`src/rtl/pipelined_instr_decoder.sv`:
```
// Pipelined instruction decoder: valid/ready intake into a decode register, combinational
// decode of register enables, source select, ALU and jump controls, with taken-jump flush
// and multi-cycle stall for long ALU ops.
// Ports:
//   clk, reset_n                 clock, asynchronous active-low reset
//   instr_in/instr_valid         instruction beat from fetch
//   instr_ready                  decoder accepts a beat this cycle
//   zero_flag                    datapath zero flag, used by jmp_nz in the decode cycle
//   dec_valid, ir                live-instruction flag and decode register
//   reg_en                       register write enables, top bit = ALU result register
//   source_sel, imm              register-file source select and immediate field
//   x_sel, y_sel, alu_func       ALU operand selects and function
//   jmp, jmp_nz, jmp_taken       jump decode
//   jmp_addr                     jump target
//   busy                         long ALU op in progress
module pipelined_instr_decoder #(
   parameter int unsigned REG_BITS    = 3,
   parameter int unsigned FLUSH_SLOTS = 1,
   parameter int unsigned LONG_LAT    = 3,
   localparam int unsigned NUM_REGS   = 1 << REG_BITS,
   localparam int unsigned IW         = 2 + 2 * REG_BITS
) (
   input  logic                    clk,
   input  logic                    reset_n,
   input  logic [IW-1:0]           instr_in,
   input  logic                    instr_valid,
   output logic                    instr_ready,
   input  logic                    zero_flag,
   output logic                    dec_valid,
   output logic [IW-1:0]           ir,
   output logic [NUM_REGS:0]       reg_en,
   output logic [REG_BITS:0]       source_sel,
   output logic [REG_BITS:0]       imm,
   output logic                    x_sel,
   output logic                    y_sel,
   output logic [2*REG_BITS-3:0]   alu_func,
   output logic                    jmp,
   output logic                    jmp_nz,
   output logic                    jmp_taken,
   output logic [IW-5:0]           jmp_addr,
   output logic                    busy
);

   localparam int unsigned SS_W    = REG_BITS + 1;
   localparam int unsigned AF_W    = 2 * REG_BITS - 2;
   localparam int unsigned CNT_MAX = (FLUSH_SLOTS > LONG_LAT - 1) ? FLUSH_SLOTS : LONG_LAT - 1;
   localparam int unsigned CNT_W   = (CNT_MAX < 2) ? 1 : $clog2(CNT_MAX + 1);

   typedef enum logic [1:0] {S_RUN, S_FLUSH, S_BUSY} state_t;

   state_t            state_q, state_d;
   logic [CNT_W-1:0]  cnt_q, cnt_d;
   logic [IW-1:0]     ir_q, ir_d;
   logic              dec_valid_q, dec_valid_d;
   logic              ready_q, ready_d;

   logic              xfer;
   logic              in_long;
   logic [REG_BITS-1:0] ld_dst, mv_dst, mv_src;

   assign xfer    = instr_valid && ready_q;
   // Long ALU op: opcode 110 with function MSB set
   assign in_long = (instr_in[IW-1 -: 3] == 3'b110) && instr_in[IW-6];
   assign ld_dst  = ir_q[IW-2 -: REG_BITS];
   assign mv_dst  = ir_q[IW-3 -: REG_BITS];
   assign mv_src  = ir_q[REG_BITS-1:0];

   assign instr_ready = ready_q;
   assign dec_valid   = dec_valid_q;
   assign ir          = ir_q;
   assign busy        = (state_q == S_BUSY);

   // State register
   always_ff @(posedge clk or negedge reset_n) begin
      if (!reset_n) begin
         state_q     <= S_RUN;
         cnt_q       <= '0;
         ir_q        <= '0;
         dec_valid_q <= 1'b0;
         ready_q     <= 1'b0;
      end else begin
         state_q     <= state_d;
         cnt_q       <= cnt_d;
         ir_q        <= ir_d;
         dec_valid_q <= dec_valid_d;
         ready_q     <= ready_d;
      end
   end

   // Next state: intake, flush slot counting and long-op stall
   always_comb begin
      state_d     = state_q;
      cnt_d       = cnt_q;
      ir_d        = ir_q;
      dec_valid_d = dec_valid_q;
      unique case (state_q)
         S_RUN: begin
            if (jmp_taken) begin
               // A beat arriving on the jump's own edge is already the first flushed slot
               dec_valid_d = 1'b0;
               if (xfer) begin
                  ir_d = instr_in;
                  if (FLUSH_SLOTS > 1) begin
                     state_d = S_FLUSH;
                     cnt_d   = CNT_W'(FLUSH_SLOTS - 1);
                  end
               end else begin
                  state_d = S_FLUSH;
                  cnt_d   = CNT_W'(FLUSH_SLOTS);
               end
            end else if (xfer) begin
               ir_d        = instr_in;
               dec_valid_d = 1'b1;
               if (in_long && (LONG_LAT > 1)) begin
                  state_d = S_BUSY;
                  cnt_d   = CNT_W'(LONG_LAT - 1);
               end
            end else begin
               dec_valid_d = 1'b0;
            end
         end
         S_FLUSH: begin
            dec_valid_d = 1'b0;
            if (xfer) begin
               ir_d  = instr_in;
               cnt_d = cnt_q - CNT_W'(1);
               if (cnt_q <= CNT_W'(1)) begin
                  state_d = S_RUN;
                  cnt_d   = '0;
               end
            end
         end
         S_BUSY: begin
            cnt_d = cnt_q - CNT_W'(1);
            if (cnt_q <= CNT_W'(1)) begin
               state_d     = S_RUN;
               cnt_d       = '0;
               dec_valid_d = 1'b0;
            end
         end
         default: begin
            state_d = S_RUN;
            cnt_d   = '0;
         end
      endcase
      ready_d = (state_d != S_BUSY);
   end

   // Outputs: decode of ir, all gated by dec_valid
   always_comb begin
      reg_en     = '0;
      source_sel = '0;
      imm        = '0;
      x_sel      = 1'b0;
      y_sel      = 1'b0;
      alu_func   = '0;
      jmp        = 1'b0;
      jmp_nz     = 1'b0;
      jmp_taken  = 1'b0;
      jmp_addr   = '0;
      if (dec_valid_q) begin
         imm = ir_q[REG_BITS:0];
         if (!ir_q[IW-1]) begin
            reg_en[{1'b0, ld_dst}] = 1'b1;
            source_sel             = SS_W'(NUM_REGS);
         end else if (!ir_q[IW-2]) begin
            reg_en[{1'b0, mv_dst}] = 1'b1;
            // Self-move means "take from the input pins"
            source_sel = (mv_dst == mv_src) ? SS_W'(NUM_REGS + 1) : {1'b0, mv_src};
         end else if (!ir_q[IW-3]) begin
            // Result register writes only when the op completes
            reg_en[NUM_REGS] = (state_q != S_BUSY) || (cnt_q == CNT_W'(1));
            x_sel            = ir_q[IW-4];
            y_sel            = ir_q[IW-5];
            alu_func         = AF_W'(ir_q[IW-6:0]);
         end else begin
            jmp       = !ir_q[IW-4];
            jmp_nz    = ir_q[IW-4];
            jmp_taken = !ir_q[IW-4] || !zero_flag;
            jmp_addr  = ir_q[IW-5:0];
         end
      end
   end

endmodule

```
`config.mk`:
```
export PLATFORM = sky130hd
export DESIGN_NAME = pipelined_instr_decoder
export DESIGN_NICKNAME = d
export VERILOG_FILES = /design/src/rtl/pipelined_instr_decoder.sv
export SDC_FILE = /design/constraint.sdc
export NUM_CORES = 1
export LEC_CHECK = 0
export CELL_PAD_IN_SITES_DETAIL_PLACEMENT = 0
export CELL_PAD_IN_SITES_GLOBAL_PLACEMENT = 1
export CORE_MARGIN = 5
export CORE_UTILIZATION = 30
export DETAILED_ROUTE_END_ITERATION = 7
export PLACE_DENSITY_LB_ADDON = 0.1
export SLEW_MARGIN = 20
export SYNTH_ARGS = -nofsm -noshare
export SYNTH_HDL_FRONTEND = slang
export SYNTH_SLANG_ARGS = --single-unit
```
`constraint.sdc`:
```
create_clock -name clk -period 2.7 [get_ports clk]
set_clock_uncertainty 0.1 [all_clocks]
set_input_delay 0.81 -clock clk [delete_from_list [all_inputs] [get_ports clk]]
set_output_delay 0.81 -clock clk [all_outputs]
set_load 0.05 [all_outputs]
```
==> impl_metrics.toml <==
[outcome]
status = "complete, no violations"

[timing]
fmax_mhz = 382
rsz0062_at_grt = "false"
hold_violations = 0
relSlewSlack = 0.606
worstMarginPinSlew_ns = 0.588
hold_slack_ns = 0.459
finalCriticalPeriod_ns = 2.62
setup_viol = 0
report.final.slew_viol_count = 0
fin_crit_sh = 0.969

[yosys]
async_reset_ff_frac = 1.00
synth_edf_count = 0
ys_ff_latch = 14
synth_most_common_cell = "dfrtp_1"
synthTopCellsByCount = "14 x dfrtp_1, 10 x and2_1, 10 x nor2_1, 8 x inv_1, 8 x mux2_2"
netlist_area_um2 = 1170
ys_top_cells_by_area = "dfrtp_1 30%, mux2_2 7.7%, ha_1 6.4%"
yosysTopAreaCell = "dfrtp_1"
synth_top_area_frac = 0.299
synthCells = 131
syn_avg_cell_area_um2 = 8.93
synth-main-ff-cell = "dfrtp_1"
ys_types = 47
synth_nets = 149
yosysWarnings = 0
yosysSeqAreaShare = 0.299

[route]
ant_nets = 0
wl_per_cell_um = 15.2
vias_per_cell = 5.02
drt_pass1_iterations = 4
wirelength_mm = 3.63
drc = 0
drt_iter0_drc = 53
num_vias = 1200

[grt]
grt_pass1_vias = 1183
grt_start_max_net_pins = 18
antenna_found_initial = 0
grt_usage = 0.142
grt_overflow = 0
grt_pass1_wl_mm = 5.96

[finish]
nNetsFinal = 210
area_growth_pct = 85.8
n_fill_cell = 327
multiInputGateArea_um2 = 851
register_area_um2 = 357
drive_above_1_share = 0.429
n_antenna_cell = 0

[floorplanning]
pin_count = 53
die_x_um = 72.4
start_util = 0.315
core-area_um2 = 3720
row_count = 22
dieArea_um2 = 5250
die_y_um = 72.4

[setup_path]
cp.required_ns = 1.79
cp.arrival_ns = 1.71
crit_fanout = 3
cp-start-kind = "input pin"
crit_type = "input pin to output pin"
cp_cell_sequence = "clkdlybuf4s50_1, a21oi_2, buf_12"
critical-path-top-delay-family = "buffers and inverters"
critPathBufInv = 2
slowest_delay_ns = 0.49
slowest_stage = "clkdlybuf4s50_1"
cp-end-kind = "output pin"

[clock_tree]
clk_pin_slew_worst_paths_ns = 0.05
cts_made_buffers = 3
root_buffer = "clkbuf_8"
numClockSinks = 14
cts_tree = "yes"
cts_buffer_depth = 2
clock_latency_ns = 0.24
cts-htree-levels = 1
ctsHoldBuffers = 0

[hold_path]
worstHoldPathType = "flip-flop to flip-flop"

[power_and_ir_drop]
power.total_mw = 2.92
ir_drop_mv = 0.707
p_per_area_nw_per_um2 = 1340
leakagePower_nw = 0.899

[placed_design]
routabilityCongestion = 0.911
port_buffers = 51
place_hpwl_mm = 2.92

[run]
maxCapViolCount = 0
[worst paths after layout]
check | from | endpoint | slack [ns] | cells after the start
max reg2reg | state_q[1] | cnt_q[0] | 0.69 | 6
min | cnt_q[0] | cnt_q[0] | 0.46 | 1
min in group asynchronous | reset_n | ir[2] | 0.85 | 1
max in group asynchronous | reset_n | ir[4] | 1.23 | 1
max | zero_flag | jmp_taken | 0.08 | 3
min reg2reg | cnt_q[0] | cnt_q[0] | 0.46 | 1
[report_power, final]
part | internal (mW) | switching [mW] | total, mW
combinational | 0.935 | 1.32 | 2.25
clock | 0.104 | 0.0636 | 0.167
sequential | 0.324 | 0.174 | 0.498
total | 1.36 | 1.55 | 2.92
[per-stage QoR]
| stage | setup slack, ns | utilization | instance area (um2) | cells | TNS [ns] |
|---|---|---|---|---|---|
| finish | 0.0827 | 0.585 | 2170 | 239 | 0 |
| global route | 0.00586 | 0.585 | 2170 | 239 | 0 |
| CTS | 0.00265 | 0.571 | 2120 | 236 | 0 |
| detailed placement | 0.107 | 0.559 | 2080 | 232 | 0 |
| global placement | 0.108 | 0.559 | 2080 | 232 | 0 |
| floorplan | -0.187 | - | 1240 | 131 | -0.342 |
[cell type report]
class,instances,share of cell area
Clock buffer,4,0.0207
Tap cell,48,0.0276
Sequential cell,14,0.164
Timing Repair Buffer,63,0.382
Multi-Input combinational cell,102,0.391
Inverter,8,0.0138
[logic make-up (layout without fill, tap and decap cells)]
family                     count (synthesis)  count (layout)  synth area share
adders and majority gates                  6               6            0.0642
other                                      1               1           0.00321
AOI/OAI and AO/OA                         28              28             0.186
DFF                                       14              14             0.299
buffers and inverters                     15              75            0.0524
muxes                                     10              10            0.0984
and+or+nand+nor                           55              55             0.281
xor gates and xnor gates                   2               2            0.0150
[repair_timing]
action | 4_1_cts | 5_1_grt
resized for setup | 0 | 5
endpoints found under the setup margin | 0 | 6
setup buffers | 0 | 3
[worst reg2reg max path: cells and delay by family (launching register included)]
family	cells	cell delay, ns
muxes	1	0.32
and+or+nand+nor	1	0.20
adders and majority gates	1	0.26
buffers and inverters	1	0.12
DFF	1	0.40
AOI/OAI and AO/OA	2	0.50
[state kept, by name (all words and copies together), names as in the netlist]
name,count
dec_valid,1
ir,8
instr_ready,1
state_q,2
cnt_q,2
[layer usage]
layer | vias up | GRT usage | part of all wire
met5 | - | 0 | 0
met2 | 32 | 0.245 | 0.50
li1 | 597 | - | -
met4 | 0 | 0.0184 | 0.0022
met1 | 569 | 0.184 | 0.45
met3 | 2 | 0.0360 | 0.053
[layout by cell type, fill, tap and decap left out, types with 2 or more instances in the layout]
cell and n:
and2_1 10, o41ai_1 2, nand4b_1 3, a21oi_1 4, o21ai_0 3, buf_12 25
ha_1 5, clkbuf_8 3, nor2b_1 2, inv_1 8, dfrtp_2 5, a21boi_4 2
dfrtp_1 9, a21oi_2 2, nor3_1 2, nor2_1 9, nor3_2 2, clkdlybuf4s50_1 18
a31oi_1 2, nand2_1 6, nand2b_1 2, nand3_1 4, mux2_2 8, a21boi_0 2
buf_4 20, and4_1 2
Note: power is estimated with default switching activity, not from simulation.
